## src/rtl/exmem_stage_if.sv

```systemverilog
// EX/MEM stage bundle: upstream beat with valid/ready, downstream head with
// valid/ready, and the stall counter used for performance debug.
interface exmem_stage_if #(
    parameter int DATA_W     = 32,
    parameter int WB_W       = 2,
    parameter int MEM_W      = 3,
    parameter int REGADDR_W  = 5,
    parameter int STALLCNT_W = 16
);
    logic                  in_valid;
    logic                  in_ready;
    logic [WB_W-1:0]       WB_IN;
    logic [MEM_W-1:0]      MEM_IN;
    logic [DATA_W-1:0]     BranchPC_IN;
    logic [DATA_W-1:0]     AluResult_IN;
    logic [DATA_W-1:0]     RD2_IN;
    logic                  Zero_IN;
    logic [REGADDR_W-1:0]  WR_IN;

    logic                  out_valid;
    logic                  out_ready;
    logic [WB_W-1:0]       WB_OUT;
    logic [MEM_W-1:0]      MEM_OUT;
    logic [DATA_W-1:0]     BranchPC_OUT;
    logic [DATA_W-1:0]     AluResult_OUT;
    logic [DATA_W-1:0]     RD2_OUT;
    logic                  Zero_OUT;
    logic [REGADDR_W-1:0]  WR_OUT;
    logic [STALLCNT_W-1:0] StallCount;

    // Environment side: EX stage producer plus MEM stage consumer.
    modport master (
        output in_valid, WB_IN, MEM_IN, BranchPC_IN, AluResult_IN, RD2_IN, Zero_IN, WR_IN,
        output out_ready,
        input  in_ready,
        input  out_valid, WB_OUT, MEM_OUT, BranchPC_OUT, AluResult_OUT, RD2_OUT, Zero_OUT, WR_OUT,
        input  StallCount
    );

    modport slave (
        input  in_valid, WB_IN, MEM_IN, BranchPC_IN, AluResult_IN, RD2_IN, Zero_IN, WR_IN,
        input  out_ready,
        output in_ready,
        output out_valid, WB_OUT, MEM_OUT, BranchPC_OUT, AluResult_OUT, RD2_OUT, Zero_OUT, WR_OUT,
        output StallCount
    );
endinterface

```

## src/rtl/exmem_stage.sv

```systemverilog
// EX/MEM pipeline register with valid/ready handshake, flush-to-bubble and a
// saturating stall counter. Define EXMEM_SKID_EN for the two-entry elastic build.
module exmem_stage #(
    parameter int DATA_W     = 32,
    parameter int WB_W       = 2,
    parameter int MEM_W      = 3,
    parameter int REGADDR_W  = 5,
    parameter int STALLCNT_W = 16
) (
    input logic          Clk,
    input logic          Rst,
    input logic          Flush,
    exmem_stage_if.slave bus
);

    typedef struct packed {
        logic [WB_W-1:0]      wb;
        logic [MEM_W-1:0]     mem;
        logic [DATA_W-1:0]    bpc;
        logic [DATA_W-1:0]    alu;
        logic [DATA_W-1:0]    rd2;
        logic                 zero;
        logic [REGADDR_W-1:0] wr;
    } entry_t;

    function automatic logic [STALLCNT_W-1:0] sat_inc(input logic [STALLCNT_W-1:0] v);
        return (&v) ? v : v + {{(STALLCNT_W-1){1'b0}}, 1'b1};
    endfunction

    // A bubble must never write the register file or memory; datapath holds.
    function automatic entry_t bubble_mask(input entry_t e, input logic v);
        entry_t r;
        r = e;
        if (!v) begin
            r.wb  = '0;
            r.mem = '0;
        end
        return r;
    endfunction

    entry_t                in_beat;
    entry_t                main_p0;
    entry_t                head;
    logic                  vld_p0;
    logic                  accept;
    logic                  xfer;
    logic                  stall;
    logic [STALLCNT_W-1:0] stall_cnt_p0;

    assign in_beat = '{wb:   bus.WB_IN,
                       mem:  bus.MEM_IN,
                       bpc:  bus.BranchPC_IN,
                       alu:  bus.AluResult_IN,
                       rd2:  bus.RD2_IN,
                       zero: bus.Zero_IN,
                       wr:   bus.WR_IN};

    assign accept = bus.in_valid && bus.in_ready;
    assign xfer   = vld_p0 && bus.out_ready;
    assign stall  = vld_p0 && !bus.out_ready;

`ifdef EXMEM_SKID_EN
    typedef enum logic [1:0] {EMPTY, ONE, TWO} state_t;

    state_t state_p0;
    state_t state_nxt;
    entry_t skid_p0;
    logic   rdy_p0;
    logic   load_main;
    logic   load_skid;
    logic   main_from_skid;

    always_comb begin
        state_nxt      = state_p0;
        load_main      = 1'b0;
        load_skid      = 1'b0;
        main_from_skid = 1'b0;
        if (Flush) begin
            state_nxt = EMPTY;
        end else begin
            case (state_p0)
                EMPTY: begin
                    if (accept) begin
                        state_nxt = ONE;
                        load_main = 1'b1;
                    end
                end
                ONE: begin
                    if (accept && !xfer) begin
                        state_nxt = TWO;
                        load_skid = 1'b1;
                    end else if (accept && xfer) begin
                        load_main = 1'b1;
                    end else if (xfer) begin
                        state_nxt = EMPTY;
                    end
                end
                TWO: begin
                    if (xfer) begin
                        state_nxt      = ONE;
                        main_from_skid = 1'b1;
                    end
                end
                default: state_nxt = EMPTY;
            endcase
        end
    end

    // ---- stage boundary: EX bundle captured into main/skid ----
    always_ff @(posedge Clk) begin
        if (Rst) begin
            state_p0 <= EMPTY;
            rdy_p0   <= 1'b1;
            main_p0  <= '0;
            skid_p0  <= '0;
        end else begin
            state_p0 <= state_nxt;
            // Registered ready: only the next state decides, never out_ready directly.
            rdy_p0   <= (state_nxt != TWO);
            if (load_main) begin
                main_p0 <= in_beat;
            end else if (main_from_skid) begin
                main_p0 <= skid_p0;
            end
            if (load_skid) begin
                skid_p0 <= in_beat;
            end
        end
    end

    assign vld_p0       = (state_p0 != EMPTY);
    assign bus.in_ready = rdy_p0;
`else
    // ---- stage boundary: EX bundle captured into the single entry ----
    always_ff @(posedge Clk) begin
        if (Rst) begin
            vld_p0  <= 1'b0;
            main_p0 <= '0;
        end else if (Flush) begin
            vld_p0 <= 1'b0;
        end else if (accept) begin
            main_p0 <= in_beat;
            vld_p0  <= 1'b1;
        end else if (xfer) begin
            vld_p0 <= 1'b0;
        end
    end

    assign bus.in_ready = !vld_p0 || bus.out_ready;
`endif

    // Survives Flush on purpose so stalls around redirects stay visible.
    always_ff @(posedge Clk) begin
        if (Rst) begin
            stall_cnt_p0 <= '0;
        end else if (stall) begin
            stall_cnt_p0 <= sat_inc(stall_cnt_p0);
        end
    end

    assign head              = bubble_mask(main_p0, vld_p0);
    assign bus.out_valid     = vld_p0;
    assign bus.WB_OUT        = head.wb;
    assign bus.MEM_OUT       = head.mem;
    assign bus.BranchPC_OUT  = head.bpc;
    assign bus.AluResult_OUT = head.alu;
    assign bus.RD2_OUT       = head.rd2;
    assign bus.Zero_OUT      = head.zero;
    assign bus.WR_OUT        = head.wr;
    assign bus.StallCount    = stall_cnt_p0;

endmodule

```

## src/flat_wrapper.sv

```systemverilog
// flat-port wrapper written by rule: the top's interface ports become plain ports
module exmem_stage_flat 
#(
    parameter int DATA_W     = 32,
    parameter int WB_W       = 2,
    parameter int MEM_W      = 3,
    parameter int REGADDR_W  = 5,
    parameter int STALLCNT_W = 16
)
  (Clk, Rst, Flush, bus_in_valid, bus_WB_IN, bus_MEM_IN, bus_BranchPC_IN, bus_AluResult_IN, bus_RD2_IN, bus_Zero_IN, bus_WR_IN, bus_out_ready, bus_in_ready, bus_out_valid, bus_WB_OUT, bus_MEM_OUT, bus_BranchPC_OUT, bus_AluResult_OUT, bus_RD2_OUT, bus_Zero_OUT, bus_WR_OUT, bus_StallCount);
  exmem_stage_if #(.DATA_W(DATA_W), .WB_W(WB_W), .MEM_W(MEM_W), .REGADDR_W(REGADDR_W), .STALLCNT_W(STALLCNT_W)) bus_i ();
  input logic Clk;
  input logic Rst;
  input logic Flush;
  input wire logic [$bits(bus_i.in_valid)-1:0] bus_in_valid;
  input wire logic [$bits(bus_i.WB_IN)-1:0] bus_WB_IN;
  input wire logic [$bits(bus_i.MEM_IN)-1:0] bus_MEM_IN;
  input wire logic [$bits(bus_i.BranchPC_IN)-1:0] bus_BranchPC_IN;
  input wire logic [$bits(bus_i.AluResult_IN)-1:0] bus_AluResult_IN;
  input wire logic [$bits(bus_i.RD2_IN)-1:0] bus_RD2_IN;
  input wire logic [$bits(bus_i.Zero_IN)-1:0] bus_Zero_IN;
  input wire logic [$bits(bus_i.WR_IN)-1:0] bus_WR_IN;
  input wire logic [$bits(bus_i.out_ready)-1:0] bus_out_ready;
  output wire logic [$bits(bus_i.in_ready)-1:0] bus_in_ready;
  output wire logic [$bits(bus_i.out_valid)-1:0] bus_out_valid;
  output wire logic [$bits(bus_i.WB_OUT)-1:0] bus_WB_OUT;
  output wire logic [$bits(bus_i.MEM_OUT)-1:0] bus_MEM_OUT;
  output wire logic [$bits(bus_i.BranchPC_OUT)-1:0] bus_BranchPC_OUT;
  output wire logic [$bits(bus_i.AluResult_OUT)-1:0] bus_AluResult_OUT;
  output wire logic [$bits(bus_i.RD2_OUT)-1:0] bus_RD2_OUT;
  output wire logic [$bits(bus_i.Zero_OUT)-1:0] bus_Zero_OUT;
  output wire logic [$bits(bus_i.WR_OUT)-1:0] bus_WR_OUT;
  output wire logic [$bits(bus_i.StallCount)-1:0] bus_StallCount;
  assign bus_i.in_valid = bus_in_valid;
  assign bus_i.WB_IN = bus_WB_IN;
  assign bus_i.MEM_IN = bus_MEM_IN;
  assign bus_i.BranchPC_IN = bus_BranchPC_IN;
  assign bus_i.AluResult_IN = bus_AluResult_IN;
  assign bus_i.RD2_IN = bus_RD2_IN;
  assign bus_i.Zero_IN = bus_Zero_IN;
  assign bus_i.WR_IN = bus_WR_IN;
  assign bus_i.out_ready = bus_out_ready;
  assign bus_in_ready = bus_i.in_ready;
  assign bus_out_valid = bus_i.out_valid;
  assign bus_WB_OUT = bus_i.WB_OUT;
  assign bus_MEM_OUT = bus_i.MEM_OUT;
  assign bus_BranchPC_OUT = bus_i.BranchPC_OUT;
  assign bus_AluResult_OUT = bus_i.AluResult_OUT;
  assign bus_RD2_OUT = bus_i.RD2_OUT;
  assign bus_Zero_OUT = bus_i.Zero_OUT;
  assign bus_WR_OUT = bus_i.WR_OUT;
  assign bus_StallCount = bus_i.StallCount;
  exmem_stage #(.DATA_W(DATA_W), .WB_W(WB_W), .MEM_W(MEM_W), .REGADDR_W(REGADDR_W), .STALLCNT_W(STALLCNT_W)) u_core (.Clk(Clk), .Rst(Rst), .Flush(Flush), .bus(bus_i));
endmodule
```

## config.mk

```make
export PLATFORM = sky130hd
export DESIGN_NAME = exmem_stage_flat
export DESIGN_NICKNAME = d
export VERILOG_FILES = /design/src/rtl/exmem_stage_if.sv /design/src/rtl/exmem_stage.sv /design/src/flat_wrapper.sv
export SDC_FILE = /design/constraint.sdc
export NUM_CORES = 1
export LEC_CHECK = 0
export ABC_AREA = 1
export CAP_MARGIN = 20
export CORE_MARGIN = 2
export CORE_UTILIZATION = 35
export CTS_CLUSTER_SIZE = 28
export DETAILED_ROUTE_END_ITERATION = 10
export GPL_ROUTABILITY_DRIVEN = 0
export PLACE_DENSITY = 0.79
export SETUP_SLACK_MARGIN = 0.15
export SLEW_MARGIN = 25
export SYNTH_ARGS = -nofsm -noshare
export SYNTH_HDL_FRONTEND = slang
export SYNTH_SLANG_ARGS = --single-unit
```

## constraint.sdc

```tcl
create_clock -name Clk -period 1.5 [get_ports Clk]
set_input_delay 0.225 -clock Clk [delete_from_list [all_inputs] [get_ports Clk]]
set_output_delay 0.225 -clock Clk [all_outputs]
set_load 0.01 [all_outputs]
```

======== Word-level counts from Yosys, hierarchy flattened ========
Cells that the tools add are included.
cells by class
  add/sub/neg operators ................... 1
  mux-type cells .......................... 3
  bitwise operators ....................... 2
  reduce and logical (&&, ||, !) cells .... 11
operators with widths
  operator               number
  $add 16x1->16 const B  1
  $reduce_and 16->1      1
  $mux 5                 1
  $reduce_and 2->1       2
  $logic_and 1x1->1      3
  $logic_not 1->1        2
  $mux 1                 2
  $not 1->1              2
  $reduce_bool 2->1      1
  $reduce_or 2->1        1
  $logic_or 1x1->1       1
storage, ports and cells
  register bits after elaboration ......... 124
  input port bits ......................... 112
  output and inout bits ................... 125

======== Longest topological paths before layout ========
Gate-level depths: netlist of run 1.
  depth after elaboration ................. 4
  mapped depth ............................ 8

======== Worst setup path after synthesis of run 1 ========
No wires, ideal clock.
  kind .................................... flip-flop to flip-flop
  from .................................... register u_core.stall_cnt_p0[0], in the netlist u_core.bus.StallCount[0]
  to ...................................... register u_core.stall_cnt_p0[14], in the netlist u_core.bus.StallCount[14]
  setup time .............................. 115 ps
  arrival time ............................ 1,321 ps
  setup slack ............................. 64 ps
  stages on the path, launching flop included .. 8
  path buffers ............................ 1
  period minus slack after synthesis ...... 1,436 ps
  cell sequence ........................... dfxtp_1 ha_1 nand3_2 nor2_2 nand3_2 buf_6 a21oi_1 nor2_1
between the ends
  longest elaborated chain between the ends .. 3
RTL lines
  element                                                RTL line            RTL
  start: declaration                                     exmem_stage.sv:48   logic [STALLCNT_W-1:0] stall_cnt_p0;
  start signal: assignment                               exmem_stage.sv:157  stall_cnt_p0 <= sat_inc(stall_cnt_p0);
  branches (longest 3 deep; another with $add 16x1->16)  --
Several ways; the timed one is not identified.
A chain may end at the register's enable or synchronous reset.

======== Final worst setup path of run 1 ========
  from .................................... register u_core.stall_cnt_p0[1], in the netlist u_core.bus.StallCount[1]
  to ...................................... register u_core.stall_cnt_p0[14], in the netlist u_core.bus.StallCount[14]
The elaborated chain is that of the path after synthesis.

==> results of run 1 <==
[layout make-up]
cell class                 count  area share [%]
clock inverter                10            1.07
clock buffer                  22            5.84
tap                          211            3.19
inverter                      19           0.921
sequential                   124            30.3
multi-input combinational    446            25.9
timing repair buffer         275            32.7
[layer usage]
metal | GRT usage, % | vias to the layer above | wire [um]
li1 | - | 2522 | -
met3 | 7.39 | 26 | 1370
met2 | 28.0 | 192 | 7370
met5 | 0 | - | 0
met1 | 18.9 | 2262 | 6060
met4 | 6.59 | 0 | 280
[synthesized netlist by cell type]
master | count | area, sq um
nor2_1 | 230 | 863
dfxtp_1 | 124 | 2480
buf_4 | 103 | 773
o21ai_0 | 99 | 495
nand2_1 | 44 | 165
nor2_2 | 21 | 131
nand3_1 | 20 | 100
inv_1 | 18 | 67.6
a21oi_1 | 15 | 75.1
clkbuf_1 | 14 | 52.6
buf_2 | 13 | 65.1
buf_6 | 8 | 90.1
o21ai_1 | 8 | 40.0
nand2_4 | 2 | 22.5
nand3_2 | 2 | 20.0
a211oi_1 | 1 | 7.51
and2_1 | 1 | 6.26
ha_1 | 1 | 12.5
inv_2 | 1 | 3.75
nand4_1 | 1 | 6.26
nor2_4 | 1 | 11.3
[power breakdown]
group	internal [W]	leakage, nW	switching (W)
registers	0.00349	1.03	0.0000986
logic	0.000677	2.41	0.000552
clock network	0.00244	0.270	0.00148
[worst reg2reg max path: cells and delay by family (launching register included)]
kind / cells / cell delay (ps)
adders and majority gates: 1 / 150
buffers and inverters: 1 / 200
and+or+nand+nor: 6 / 670
DFF: 1 / 370
[flip-flops by register name (all words and copies together) (netlist names)]
signal and count:
u_core.bus.AluResult_OUT 32, u_core.bus.BranchPC_OUT 32, u_core.bus.RD2_OUT 32, u_core.bus.StallCount 16
u_core.bus.WR_OUT 5, u_core.bus.Zero_OUT 1, u_core.bus.out_valid 1, u_core.main_p0 5
[repair_timing]
item	CTS	global route
pin swaps	1	17
resized for setup	161	73
gates cloned	0	5
buffers inserted	2	4
endpoints found under the setup margin	140	91
[cells by family (layout without fill, tap and decap cells)]
kind of cell | after synthesis | count (layout) | synth area share [%]
compound gates | 123 | 123 | 11.3
fa+ha+maj | 1 | 1 | 0.228
buf+inv | 157 | 326 | 19.2
flops | 124 | 124 | 45.2
simple gates | 322 | 322 | 24.2
[through the flow]
stage | power, W | hold slack [ps] | setup TNS, ps
after global placement | 0.00497 | 460 | -14640
after floorplan | 0.00441 | 284 | 0
after detailed placement | 0.00499 | 472 | -19960
after global routing | 0.00911 | 425 | -57.9
final | 0.00873 | 427 | 0
after CTS | 0.00881 | 406 | 0
[worst max path at each step]
| stage | cells past startpoint | slack (ps) | from | endpoint |
|---|---|---|---|---|
| 5_1_grt | 8 | -60 | u_core.bus.StallCount[1]$_SDFFE_PP0P_ | u_core.bus.StallCount[14]$_SDFFE_PP0P_ |
| 4_1_cts | 4 | 4 | u_core.bus.out_valid$_SDFFE_PP0P_ | bus_MEM_OUT[1] |
| 3_5_place_dp | 8 | -260 | bus_in_valid | u_core.bus.BranchPC_OUT[12]$_SDFFE_PP0P_ |
| 6_report | 8 | 20 | u_core.bus.StallCount[1]$_SDFFE_PP0P_ | u_core.bus.StallCount[14]$_SDFFE_PP0P_ |
| 2_1_floorplan | 7 | 180 | u_core.bus.StallCount[1]$_SDFFE_PP0P_ | u_core.bus.StallCount[14]$_SDFFE_PP0P_ |
| 3_3_place_gp | 8 | -220 | bus_in_valid | u_core.bus.BranchPC_OUT[12]$_SDFFE_PP0P_ |
==> key figures, run 1 <==
Synthesis
  – Syn avg cell area: around 7.6 sq um
  – Syn Inst Count: between 700 and 800
  – Sequential fraction of the synthesis area: 45.2%
  – Synth unique cells: 21
  – Post-synthesis register bit count: between 100 and 150
  – Ys Warns: 0
  – Synth Net Count: 840
  – Post-Syn Area: roughly 5500 sq um

Detailed routing
  – Via count: around 5000
  – Detail Route Antenna Nets: 0
  – Via density: 4.52
  – 1st-iter DRT viols: 200
  – DRC: 0
  – Drt total wl: approximately 15 mm
  – DR pass1 iterations: 4
  – DR WL/cell: roughly 14 um

Timing
  – Slew @ Worst Pin: between 200 and 250 ps
  – Setup Skew: 4.80 ps
  – Final Slew Violations: 0
  – Fin crit share: between 90% and 100%
  – Hold Vio Cnt, Final: 0
  – Tmin final: ~1500 ps
  – Setup violations, final: 0
  – Fmax: about 670 MHz
  – Setup ws final: roughly 18 ps
  – RSZ-0062 raised after global routing: yes
  – Slew margin rel.: a little under nine tenths

Run
  – Max Cap Viol: 0

Outcome
  – Status: finished clean

Floorplan
  – Die Height: around 130 um
  – # IOs: 237
  – Core area: ~15000 sq um
  – Die Area: about 17000 sq um
  – Initial Utilization: a little over a third
  – # rows: 45
  – Die Span X: ~130 um

Worst setup path
  – Worst Path Required: about 1800 ps
  – Max incr delay on CP: between 300 and 400 ps
  – Reg-to-Reg Start: u_core.bus.StallCount[1]$_SDFFE_PP0P_
  – Crit-path cells: ha_4 > nand3_4 > nor2_4 > nand3_4 > clkbuf_16 > nand3_2 > nand2_1 > nor2_1
  – Crit end category: register
  – R2r setup slk: roughly 18 ps
  – Most used cell, CP: nand3_4
  – Delay-heaviest family, CP: simple AND/OR/NAND/NOR gates
  – CP Launch Type: register
  – Worst-path fanout max: 5
  – Worst reg2reg endpoint: u_core.bus.StallCount[14]$_SDFFE_PP0P_
  – CP Buf/Inv Count: 1
  – Slowest-stage cell, CP: dfxtp_4
  – Worst Reg2Reg Path Length in Cells: 8
  – Worst setup path class: register to register
  – Crit path DAT: between 1500 and 2000 ps

Clock network
  – CTS tree: built
  – CTS max path bufs: 2
  – Skew-Pair Late Insertion Delay: 420 ps
  – H-tree depth: 4
  – Clk sink count: around 120
  – Clk root buf: clkbuf_16
  – Clk slew on worst S/H paths: approximately 60 ps
  – TritonCTS Buffers: 17
  – CTS Hold Bufs: 0

Finish
  – Fillcell total: around 1400
  – Synth-to-layout area growth: 50.9%
  – Nets@finish: 996
  – Post-route cell area: 8290 sq um
  – ANT cells: 0
  – Layout cells sized above 1: a little under a fifth
  – Finished Core Util: between 50% and 60%
  – Most common cell after layout, fill and taps aside: nor2_1
  – Footprint of the multi-input gates: 2150 sq um
  – Non-filler cells in the finished layout: roughly 1100
  – Register area: 2510 sq um
  – Commonest cells after routing, fill and taps aside: nor2_1, dlygate4sd2_1, clkdlybuf4s50_1, dfxtp_1, o21ai_0

Place
  – Dpl cells: around 1100
  – DP Area: 7470 sq um
  – Port Buffers: between 200 and 250
  – Pre-CTS setup slack: -264 ps
  – Final HPWL DP: slightly above 10 mm

Min path
  – Hold_sp: bus_BranchPC_IN[6]
  – Worst Hold Class: input port to register
  – Hold-critical path endpoint: u_core.bus.BranchPC_OUT[6]$_SDFFE_PP0P_
  – Hold path depth: 3

Power
  – P per Cell Area: around 1100 nW/um^2
  – Pleak: between 3 and 4 nW
  – VDD IR max: between 0.6 and 0.7 mV

Global routing
  – GRT Resource Usage Total: between 15 and 20%
  – First-pass GRT wire length: 22.0 mm
  – Total grt overflow: 0
  – Largest net degree at the start of global routing: 41
  – Antenna violations before repair: 0
  – Via count of the first global-routing pass: around 4600
Power figures use the tool's default switching activity.
==> inputs of run 2 (changes only) <==
--- a/config.mk
+++ b/config.mk
@@ -9,6 +9,7 @@
 export CAP_MARGIN = 20
 export CORE_MARGIN = 2
 export CORE_UTILIZATION = 35
+export CTS_BUF_LIST = sky130_fd_sc_hd__clkbuf_2
 export CTS_CLUSTER_SIZE = 28
 export DETAILED_ROUTE_END_ITERATION = 10
 export GPL_ROUTABILITY_DRIVEN = 0
==> constraint.sdc (replaced) <==
create_clock -name Clk -period 1.4 [get_ports Clk]
set_input_delay 0.21 -clock Clk [delete_from_list [all_inputs] [get_ports Clk]]
set_output_delay 0.21 -clock Clk [all_outputs]
set_load 0.01 [all_outputs]
==> key figures, run 2 (synthesized netlist as in run 1, its figures left out) <==
Worst setup path
  – Most used cell, CP: buf_6
  – Slowest-stage cell, CP: dfxtp_4
  – Crit path DAT: 2260 ps
  – Crit end category: register
  – CP Launch Type: register
  – Worst Path Required: ~2000 ps
  – Crit-path cells: buf_6 > nand2_8 > buf_8 > buf_6 > buf_6 > nor2_4 > and2_4 > nand2_4 > nand2_1 > nand2_1 > nor2_1
  – Worst setup path class: register to register
  – Max incr delay on CP: 440 ps
  – Worst-path fanout max: 5

Detailed routing
  – Via count: ~5700
  – Detail Route Antenna Nets: 0
  – Via density: about 4.7
  – DR pass1 iterations: 5
  – DRC: 0
  – Drt total wl: 20.7 mm
  – DR WL/cell: around 17 um
  – 1st-iter DRT viols: 234

Timing
  – Setup Skew: roughly 31 ps
  – Slew @ Worst Pin: roughly 430 ps
  – Setup violations, final: between 100 and 150
  – RSZ-0062 raised after global routing: yes
  – Setup ws final: -247 ps
  – Fin crit share: 118%
  – Fmax: ~610 MHz
  – Tmin final: approximately 1600 ps
  – Slew margin rel.: 71.2%
  – Final Slew Violations: 0
  – Hold Vio Cnt, Final: 0

Power
  – VDD IR max: 0.678 mV
  – Pleak: 4.45 nW
  – P per Cell Area: roughly 800 nW/um^2

Floorplan
  – Core area: 15300 sq um
  – Die Area: approximately 17000 sq um
  – Die Span X: about 130 um
  – Initial Utilization: around 36%
  – # rows: 45
  – # IOs: between 200 and 250
  – Die Height: 129 um

Place
  – Port Buffers: approximately 240
  – Pre-CTS setup slack: -236 ps
  – Final HPWL DP: a little under 10 mm
  – Dpl cells: between 1000 and 1500

Global routing
  – Largest net degree at the start of global routing: 52
  – Via count of the first global-routing pass: around 5300
  – Antenna violations before repair: 0
  – Total grt overflow: 0
  – First-pass GRT wire length: 26.2 mm
  – GRT Resource Usage Total: between 20 and 25%

Finish
  – Layout cells sized above 1: between 60 and 70%
  – Non-filler cells in the finished layout: about 1200
  – ANT cells: 0
  – Synth-to-layout area growth: 93.8%
  – Nets@finish: 1104
  – Commonest cells after routing, fill and taps aside: buf_6, nor2_1, clkdlybuf4s50_1, dfxtp_2
  – Most common cell after layout, fill and taps aside: buf_6

Clock network
  – Clk sink count: about 120
  – CTS tree: built
  – Clk root buf: clkbuf_2
  – H-tree depth: 4
  – Clk slew on worst S/H paths: approximately 200 ps
  – TritonCTS Buffers: 17
  – CTS max path bufs: 2
  – Skew-Pair Late Insertion Delay: 680 ps

Outcome
  – Status: finished with violations
  – Failing checks: setup timing

Run
  – Max Cap Viol: 0

Min path
  – Worst Hold Class: input port to register
## run 2: changes by cell type in the layout (fill, tap and decap cells not counted), moves of 48 or more
| cell | previous run | this run |
|---|---|---|
| nor2_1 | 219 | 128 |
| dlygate4sd2_1 | 115 | 0 |
| o21ai_0 | 98 | 27 |
| buf_6 | 8 | 146 |
| dfxtp_1 | 107 | 5 |
| nor2_4 | 4 | 83 |
| o21ai_2 | 1 | 49 |
| buf_4 | 18 | 83 |
| dfxtp_2 | 13 | 96 |
## run 2: metal layers
layer / up-vias / GRT usage (%) / wire, um
met3: 50 / 7.51 / 1570
met1: 2699 / 21.6 / 7630
met4: 0 / 7.29 / 608
met2: 251 / 36.6 / 10900
met5: - / 0 / 0
li1: 2747 / - / -
## run 2: cell type report
| cell class | count | area [sq um] |
|---|---|---|
| clock inverter | 14 | 105 |
| fill | 1062 | 4620 |
| multi-input combinational | 446 | 3030 |
| timing repair inverter | 1 | 30.0 |
| inverter | 19 | 105 |
| tap | 211 | 264 |
| sequential | 124 | 2690 |
| timing repair buffer | 382 | 4320 |
| clock buffer | 18 | 90.1 |
## run 2: final timing paths
path / from / end / slack [ps] / depth (start not counted)
setup / recovery: u_core.bus.out_valid$_SDFFE_PP0P_ / u_core.bus.StallCount[12]$_SDFFE_PP0P_ / -250 / 11
hold / removal: bus_BranchPC_IN[8] / u_core.bus.BranchPC_OUT[8]$_SDFFE_PP0P_ / 110 / 3
setup reg to reg: u_core.bus.out_valid$_SDFFE_PP0P_ / u_core.bus.StallCount[12]$_SDFFE_PP0P_ / -250 / 11
hold reg to reg: u_core.main_p0[105]$_SDFFE_PP0P_ / u_core.main_p0[105]$_SDFFE_PP0P_ / 500 / 2
## run 2: metrics by stage
| step | utilization [%] | TNS (ps) | hold slack, ps | area (sq um) | total power (W) |
|---|---|---|---|---|---|
| final | 69.7 | -20760 | 114 | 10600 | 0.00827 |
| after global routing | 69.7 | -36540 | 40.1 | 10600 | 0.00865 |
| after CTS | 60.0 | -12660 | 45.1 | 9150 | 0.00779 |
| after detailed placement | 48.7 | -22220 | 472 | 7420 | 0.00532 |
| after global placement | 48.7 | -19200 | 461 | 7420 | 0.00530 |
| after floorplan | - | 0 | 269 | 5530 | 0.00473 |
## run 2: power by group
part	switching [W]	total [W]	leakage [nW]	internal [W]
Combinational	0.000941	0.00232	3.26	0.00138
Clock	0.00140	0.00201	0.118	0.000609
Sequential	0.000184	0.00394	1.07	0.00375
Total	0.00253	0.00827	4.45	0.00574
## run 2: timing repair
item	in CTS	in global routing
setup endpoints to repair	240	248
pin swaps	49	44
hold endpoints to repair	0	0
setup buffers	52	52
resized for setup	937	257
gates cloned	13	9
hold buffers	0	0
## run 2: worst max-delay path, delay by kind of cell (launching register included)
family,cells,cell delay (ps)
simple gates,7,660
buf+inv,4,490
flops,1,440
==> variant, RTL diff (flow settings as in run 1) <==
The option `EXMEM_SKID_EN` is turned on by a define.
--- a/src/rtl/exmem_stage.sv
+++ b/src/rtl/exmem_stage.sv
@@ -1,5 +1,7 @@
 // EX/MEM pipeline register with valid/ready handshake, flush-to-bubble and a
 // saturating stall counter. Define EXMEM_SKID_EN for the two-entry elastic build.
+`define EXMEM_SKID_EN
+
 module exmem_stage #(
     parameter int DATA_W     = 32,
     parameter int WB_W       = 2,
Behaviour: not the same (a bounded check fails within 4 cycles, from zero or initial values and one cycle with Rst high).
==> variant against run 1 <==
The flow now finishes with violations (negative setup slack); die area up 82%; synthesized area up 85%; cell area up 95%; routed wire length rose to 2.8 times the old value; sequential cell count up 109; utilization up 1.9 points; synthesized cell count up 84%; setup slack worse by 160 ps; non-clock buffer count up 113; total power up 71%; critical endpoint is now u_core.bus.RD2_OUT[27].
==> variant: results (changes against run 1) <==
Area contributors post-synth = dfxtp_1, o21ai_0, a21oi_1, buf_4, nand3_1 (was dfxtp_1, nor2_1, buf_4, o21ai_0, nand2_1)
P_leak = 6.10 nW (was 3.71 nW)
Number of library cell types mapped by synthesis = 27 (was 21)
Mapped Nets = 1451 (was 840)
Adder-cell share of the synthesized area = 0.123% (was 0.228%)
Final setup violating endpoints = 196 (was 0)
Peak VDD IR = 733 uV (was 692 uV)
Reg2Reg Launch Point = u_core.state_p0[0] (was u_core.bus.StallCount[1])
Met3 wire len = 3730 um (was 1370 um)
Failing checks = negative setup slack
First-pass GRT wire length = 54400 um (was 22000 um)
Post-route setup TNS = -12280 ps (was 0 ps)
Status = finished, violations left (was finished clean)
Int Pwr = 10.9 mW (was 6.61 mW)
CTS H-tree lvls = 1 (was 4)
Reg2Reg Depth = 9 (was 8)
All-layer global routing usage = 22.1% (was 16.8%)
Logic pwr share = 14.8% (was 14.1%)
Routed length on met1 = 15800 um (was 6060 um)
Seq pwr share = 43.6% (was 41.1%)
DP HPWL = 18400 um (was 10300 um)
Worst-case hold path end point = u_core.bus.BranchPC_OUT[30] (was u_core.bus.BranchPC_OUT[6])
Most frequent cells after synthesis = dfxtp_1, o21ai_0, a21oi_1, nor2_1, inv_1 (was nor2_1, dfxtp_1, buf_4, o21ai_0, nand2_1)
TritonRoute pass-1 iters = 5 (was 4)
Seq/Total Area, Yosys = 45.8% (was 45.2%)
Compound-Gate Fraction of Synth Area = 23.3% (was 11.3%)
Global routing usage on met1 = 27.6% (was 18.9%)
Vias = 10815 (was 5002)
Longest Clk Path Bufs = 3 (was 2)
Slew HR = 51.3% (was 85.0%)
Fin nets = 1671 (was 996)
Layout cells sized above 1 = 43.2% (was 18.4%)
Final setup margin = -142 ps (was 18.2 ps)
Worst-Skew Late Latency = 540 ps (was 420 ps)
variant: cell count changes in the layout (fill, tap and decap cells not counted), moves of 82 or more:
cell	run 1	this run
a21oi_2	12	131
nand3_1	14	115
inv_1	13	124
a21oi_1	3	85
nor2_1	219	124
o21ai_2	1	92
dlygate4sd2_1	115	0
variant: worst max-delay path by stage:
stage	end	slack (ps)	cells after the start
final	u_core.bus.RD2_OUT[27]	-140	9
after global routing	u_core.bus.RD2_OUT[27]	-190	9
after CTS	u_core.bus.AluResult_OUT[11]	-90	7
after detailed placement	u_core.bus.AluResult_OUT[11]	-570	8
after global placement	u_core.bus.AluResult_OUT[1]	-450	8
after floorplan	u_core.bus.AluResult_OUT[0]	40	9
variant: area by class of cell:
class | count | area, sq um
multi-input cells | 779 | 5090
clock inverters | 9 | 58.8
inverters | 130 | 490
well taps | 384 | 480
fillers | 2344 | 12600
clock buffers | 39 | 762
repair buffers | 388 | 4490
flip-flops and latches | 233 | 4770
variant: logic make-up (layout without fill, tap and decap cells):
kind of cell | Yosys count | count (layout)
compound gates | 448 | 448
buf+inv | 326 | 566
fa+ha+maj | 1 | 1
xor+xnor | 6 | 6
simple gates | 324 | 324
flops | 233 | 233
variant: through the flow:
step           cell area, sq um  util (%)  setup WS (ps)  cells  hold WS (ps)
4_1_cts                   15000      52.2          -93.6   1918           217
2_1_floorplan             10300         -           35.4   1338           296
6_report                  16100      56.2           -142   1962           235
3_3_place_gp              12600      43.8           -450   1822           432
5_1_grt                   16100      56.2           -190   1962           250
3_5_place_dp              12600      43.8           -570   1822           438
variant: timing repair:
action / CTS / global route
pin swaps: 34 / 49
gates cloned: 24 / 22
gates resized for setup: 753 / 294
setup endpoints to repair: 351 / 318
buffers inserted: 24 / 22
